<file path="src/rtl/cam_capture_ctrl.sv">
// Camera capture controller: arms on request, gates frames into data_vld.
// Optional internal test-pattern source built when CAM_TEST_PATTERN_EN is defined.
module cam_capture_ctrl #(
    parameter int PIX_W    = 12,
    parameter int PPC      = 2,
    parameter int CNT_W    = 16,
    parameter int LINE_GAP = 256
) (
    input  logic                   sys_clk,
    input  logic                   sys_rst,
    input  logic                   frame_valid_in,
    input  logic                   new_frame_in,
    input  logic                   pixel_vld_in,
    input  logic [PIX_W*PPC-1:0]   pixel_in,
    input  logic [CNT_W-1:0]       image_width,
    input  logic [CNT_W-1:0]       image_height,
    input  logic [7:0]             frame_count,
    input  logic                   capture,
    input  logic                   abort,
    input  logic                   test_mode,
    output logic                   new_frame,
    output logic [PIX_W*PPC-1:0]   pixel,
    output logic                   data_vld,
    output logic                   busy,
    output logic                   capture_end,
    output logic [7:0]             frames_done
);

    localparam int BW = PIX_W * PPC;

    typedef enum logic [1:0] {
        IDLE,
        WAIT_GAP,
        ARMED,
        CAPTURE
    } state_t;

    state_t state_q, state_d;

    logic [CNT_W-1:0] col_q, line_q;
    logic [CNT_W-1:0] col_max, line_max;
    logic [7:0]       cnt_q;

    logic             src_nf, src_fv, src_vld;
    logic [BW-1:0]    src_pix;

    logic start, clr, done_inc, end_d, last_beat, more;

    assign col_max  = image_width - CNT_W'(PPC);
    assign line_max = image_height - CNT_W'(1);

`ifdef CAM_TEST_PATTERN_EN
    localparam int GAP_W = $clog2(LINE_GAP + 1);

    typedef enum logic [1:0] {
        G_IDLE,
        G_SOF,
        G_GAP,
        G_LINE
    } gen_t;

    gen_t             gen_q, gen_d;
    logic [CNT_W-1:0] gcol_q, gcol_d, gline_q, gline_d;
    logic [GAP_W-1:0] gcnt_q, gcnt_d;
    logic [BW-1:0]    tp_pix;

    // Generator state register.
    always_ff @(posedge sys_clk or posedge sys_rst) begin
        if (sys_rst) begin
            gen_q   <= G_IDLE;
            gcol_q  <= '0;
            gline_q <= '0;
            gcnt_q  <= '0;
        end else begin
            gen_q   <= gen_d;
            gcol_q  <= gcol_d;
            gline_q <= gline_d;
            gcnt_q  <= gcnt_d;
        end
    end

    // Generator sequencing: SOF pulse, then gap + line per image line.
    always_comb begin
        gen_d   = gen_q;
        gcol_d  = gcol_q;
        gline_d = gline_q;
        gcnt_d  = gcnt_q;
        case (gen_q)
            G_IDLE: begin
                if (state_q == ARMED) gen_d = G_SOF;
            end
            G_SOF: begin
                gen_d   = G_GAP;
                gcnt_d  = '0;
                gline_d = '0;
                gcol_d  = '0;
            end
            G_GAP: begin
                if (gcnt_q == GAP_W'(LINE_GAP - 1)) gen_d = G_LINE;
                else gcnt_d = gcnt_q + GAP_W'(1);
            end
            G_LINE: begin
                if (gcol_q == col_max) begin
                    gcol_d = '0;
                    gcnt_d = '0;
                    if (gline_q == line_max) begin
                        gen_d = G_IDLE;
                    end else begin
                        gline_d = gline_q + CNT_W'(1);
                        gen_d   = G_GAP;
                    end
                end else begin
                    gcol_d = gcol_q + CNT_W'(PPC);
                end
            end
            default: gen_d = G_IDLE;
        endcase
        // Leaving test mode or dropping the request stops the pattern.
        if (!test_mode || state_q == IDLE) gen_d = G_IDLE;
    end

    // Pattern pixel k = line + column + k, wrapping at the pixel width.
    always_comb begin
        tp_pix = '0;
        for (int k = 0; k < PPC; k++) begin
            tp_pix[k*PIX_W +: PIX_W] = PIX_W'(gline_q) + PIX_W'(gcol_q)
                                     + PIX_W'(k);
        end
    end

    // Source select between camera and pattern.
    always_comb begin
        src_nf  = new_frame_in;
        src_fv  = frame_valid_in;
        src_vld = pixel_vld_in;
        src_pix = pixel_in;
        if (test_mode) begin
            src_nf  = (gen_q == G_SOF);
            src_fv  = (gen_q == G_GAP) || (gen_q == G_LINE);
            src_vld = (gen_q == G_LINE);
            src_pix = tp_pix;
        end
    end
`else
    logic unused_test_mode;
    assign unused_test_mode = test_mode;

    assign src_nf  = new_frame_in;
    assign src_fv  = frame_valid_in;
    assign src_vld = pixel_vld_in;
    assign src_pix = pixel_in;
`endif

    assign new_frame = src_nf;
    assign pixel     = src_pix;
    assign data_vld  = src_vld && (state_q == CAPTURE);
    assign busy      = (state_q != IDLE);

    assign last_beat = data_vld && (col_q == col_max) && (line_q == line_max);
    assign more      = ({1'b0, frames_done} + 9'd1) < {1'b0, cnt_q};

    // Capture FSM next-state and control strobes.
    always_comb begin
        state_d  = state_q;
        start    = 1'b0;
        clr      = 1'b0;
        done_inc = 1'b0;
        end_d    = 1'b0;
        case (state_q)
            IDLE: begin
                if (capture) begin
                    start   = 1'b1;
                    state_d = src_fv ? WAIT_GAP : ARMED;
                end
            end
            WAIT_GAP: begin
                if (!src_fv) state_d = ARMED;
            end
            ARMED: begin
                if (src_nf) begin
                    clr     = 1'b1;
                    state_d = CAPTURE;
                end
            end
            CAPTURE: begin
                if (src_nf) begin
                    clr = 1'b1;
                end else if (last_beat) begin
                    done_inc = 1'b1;
                    if (more) begin
                        state_d = ARMED;
                    end else begin
                        state_d = IDLE;
                        end_d   = 1'b1;
                    end
                end
            end
            default: state_d = IDLE;
        endcase
        // Cancel overrides everything, including start and completion.
        if (abort) begin
            state_d  = IDLE;
            start    = 1'b0;
            done_inc = 1'b0;
            end_d    = 1'b0;
        end
    end

    // State, counters, frame tally and completion pulse.
    always_ff @(posedge sys_clk or posedge sys_rst) begin
        if (sys_rst) begin
            state_q     <= IDLE;
            col_q       <= '0;
            line_q      <= '0;
            cnt_q       <= '0;
            frames_done <= '0;
            capture_end <= 1'b0;
        end else begin
            state_q     <= state_d;
            capture_end <= end_d;
            if (start) begin
                frames_done <= '0;
                cnt_q       <= (frame_count == 8'd0) ? 8'd1 : frame_count;
            end else if (done_inc && frames_done != 8'hFF) begin
                frames_done <= frames_done + 8'd1;
            end
            if (start || clr) begin
                col_q  <= '0;
                line_q <= '0;
            end else if (data_vld) begin
                if (col_q == col_max) begin
                    col_q  <= '0;
                    line_q <= (line_q == line_max) ? '0 : line_q + CNT_W'(1);
                end else begin
                    col_q <= col_q + CNT_W'(PPC);
                end
            end
        end
    end

endmodule

</file>
<file path="config.mk">
export PLATFORM = sky130hd
export DESIGN_NAME = cam_capture_ctrl
export DESIGN_NICKNAME = d
export VERILOG_FILES = /design/src/rtl/cam_capture_ctrl.sv
export SDC_FILE = /design/constraint.sdc
export NUM_CORES = 1
export LEC_CHECK = 0
export BUFFER_PORTS_ARGS = -buffer_cell sky130_fd_sc_hd__buf_4
export CORE_ASPECT_RATIO = 1.5
export CORE_UTILIZATION = 50
export CTS_BUF_LIST = sky130_fd_sc_hd__clkbuf_4
export DETAILED_ROUTE_END_ITERATION = 16
export HOLD_SLACK_MARGIN = 0.12
export MAX_ROUTING_LAYER = met4
export PLACE_DENSITY = 0.74
export RECOVER_POWER = 25
export SLEW_MARGIN = 0
export SYNTH_ARGS = -nofsm -noshare
export SYNTH_HDL_FRONTEND = slang
export SYNTH_SLANG_ARGS = --single-unit
</file>
<file path="constraint.sdc">
create_clock -name sys_clk -period 3.4 [get_ports sys_clk]
set_clock_uncertainty 0.15 [all_clocks]
set_input_delay 0.34 -clock sys_clk [delete_from_list [all_inputs] [get_ports sys_clk]]
set_output_delay 0.34 -clock sys_clk [all_outputs]
set_load 0.01 [all_outputs]
</file>
==> impl_metrics.yaml <==
detailed_routing:
  wl_met2_mm: 5.56
  drtIter0Drc: 135
  first_pass_iters: 4
  drc_errors: 0
  wl_met3_um: 344
  wl_per_cell_um: 15.2
  num_vias: 3950
  viasPerCell: 5.83
  wl_met1_mm: 4.12
  drt-total-wl_mm: 10.3
  ant_nets: 0
  dr.max_layer_used: "met4"
floorplan:
  dieArea_mm2: 0.00872
  die_x_um: 76.6
  io-pin-count: 108
  core-area_mm2: 0.00806
  start_util_pct: 51.8
  die_h_um: 114
  rows: 40
power:
  power_leakage_nw: 2.14
  irDropWorstVdd_mv: 0.217
  p_per_area_mw_per_mm2: 262
logic_synthesis:
  netlist_instances: 513
  synth_top_family_by_area: "simple AND/OR/NAND/NOR gates"
  async_flop_share_pct: 100
  synth_seq_cells: 50
  synthMuxAreaShare_pct: 0.750
  synth_edf_count: 0
  synth_ff_type: "dfrtp_1"
  syn_area_per_cell_um2: 8.13
  synthAdderAreaFrac_pct: 3.60
  synth_area_mm2: 0.00417
  synth-xor-area-share_pct: 8.82
  ys_seq_area_share_pct: 30.0
  synth_cell_types: 61
  yosys.area_share.simple_pct: 28.3
  yosys_warnings: 0
  synth_compound_area_share_pct: 20.5
  syn_nets: 597
cells_and_area:
  nNetsFinal: 656
  stdcell_area_mm2: 0.00482
  drive_gt1_share_pct: 16.4
  instances_no_fill: 677
  utilization_pct: 59.9
  area.growth.synth_to_final_pct: 15.6
  regArea_mm2: 0.00125
  multi_input_area_mm2: 0.00259
  final_cell_mix: "buf_4, dfrtp_1, nand2_1, a21oi_1"
  n_antenna_cell: 0
  layout_commonest_cell: "buf_4"
  nFillCells: 727
critical_path:
  path_common_cell: "buf_4"
  required_ps: 3570
  path_cells: "buf_4 > inv_1 > ha_1 > or3b_1 > buf_4 > o41ai_1 > o311ai_0 > a32oi_1 > nand4b_1 > or4_1 > buf_4 > nor3b_1 > a211o_1"
  cp-end-kind: "flip-flop"
  crit_path_start: "image_width[2]"
  start_kind: "input pin"
  arrival_ps: 3210
  worstPathMaxFanout: 13
  path_class: "in2reg"
  rr_startpoint: "line_q[9]"
  slowest_stage: "or4_1"
  crit_buf_inv: 4
  path_delay_family: "simple AND/OR/NAND/NOR gates"
  critPathMaxStageDelay_ps: 540
grt:
  grt_pass1_vias: 3813
  track_usage_pct: 25.2
  grt_pass1_wl_mm: 17.2
  grt_max_degree: 51
  grt_overflow: 0
  antenna_found_initial: 0
clocking:
  cts-root-buf: "clkbuf_4"
  ctsResizeCount: 0
  cts_max_level: 2
  clk_latency_ps: 380
  cts_buffers: 5
  cts_hold_buf: 11
  cts_tree: "done"
  path_clk_slew_ps: 130
  clock-sinks: 50
  clk_path_buf_depth: 2
  cts_setup_buffers: 0
timing:
  slew_viol_final: 0
  setup_viol: 0
  rsz0062_at_grt: "no"
  post-route-period-util_pct: 89.5
  hold_viol: 0
  tns_ps: 0
  fin_crit_ps: 3040
  slew_headroom_pct: 29.6
  tightest_slew_ps: 1050
  setup_ws_ps: 356
  fmax_mhz: 328
place:
  portBuffers: 58
  placement.setup.worst_slack_ps: -56.3
  place.gp.congestion: 0.889
  post_dp_cell_area_mm2: 0.00468
  hpwl_mm: 7.89
  dp.cells: 659
outcome:
  status: "finished clean"
min_path:
  min_from: "new_frame_in"
  hp-class: "in2reg"
job:
  drv_cap: 0
## path summary, 6_finish.rpt
path,end,slack (ps),depth (start not counted)
min in group asynchronous,cnt_q[4],620,3
min,col_q[1],220,3
max reg2reg,frames_done[3],470,9
max,line_q[13],360,13
min reg2reg,cnt_q[0],360,2
max in group asynchronous,line_q[12],1820,3
## where the power goes
group,internal [W],switching [W]
clock,0.000149,0.000183
combinational,0.000126,0.000165
sequential,0.000624,0.0000159
## routing by layer
layer,global-route usage [%],up-vias
li1,-,1977
met1,26.6,1856
met4,11.0,0
met3,2.96,18
met5,-,-
met2,46.9,99
## synthesized netlist by cell type, types with 15 or more instances
cell type	count	area [µm²]
nor3_1	19	95.1
and3_1	15	93.8
nand3_1	23	115
dfrtp_1	50	1250
xnor2_1	29	254
nand2b_1	17	106
nor2_1	30	113
buf_4	25	188
a21oi_1	35	175
inv_1	21	78.8
o21ai_0	30	150
nand2_1	44	165
## registers in the layout (all words and copies together) (netlist names)
signal and cells:
col_q 15, state_q 2, capture_end 1, cnt_q 8, line_q 16, frames_done 8
## cell type report
class / count / share of cell area (%)
clock buffers: 5 / 0.778
multi-input cells: 401 / 53.7
inverters: 21 / 1.63
clock inverters: 2 / 0.700
well taps: 105 / 2.72
repair buffers: 93 / 14.5
flip-flops and latches: 50 / 25.9
## tightest hold or removal path, stage by stage
cell,delay (ps)
buf_4,110
a21oi_1,110
and3_1,160
## logic make-up after synthesis
group,count (synthesis)
flops,50
simple gates,212
fa+ha+maj,12
compound gates,132
mux,3
xor+xnor,42
buf+inv,62
## stage by stage
stage | hold slack, ps | total power (W)
2_1_floorplan | 263 | 0.000844
3_3_place_gp | 318 | 0.000925
3_5_place_dp | 325 | 0.000932
4_1_cts | 198 | 0.00128
5_1_grt | 228 | 0.00133
6_report | 219 | 0.00126
Power figures use the tool's default switching activity.
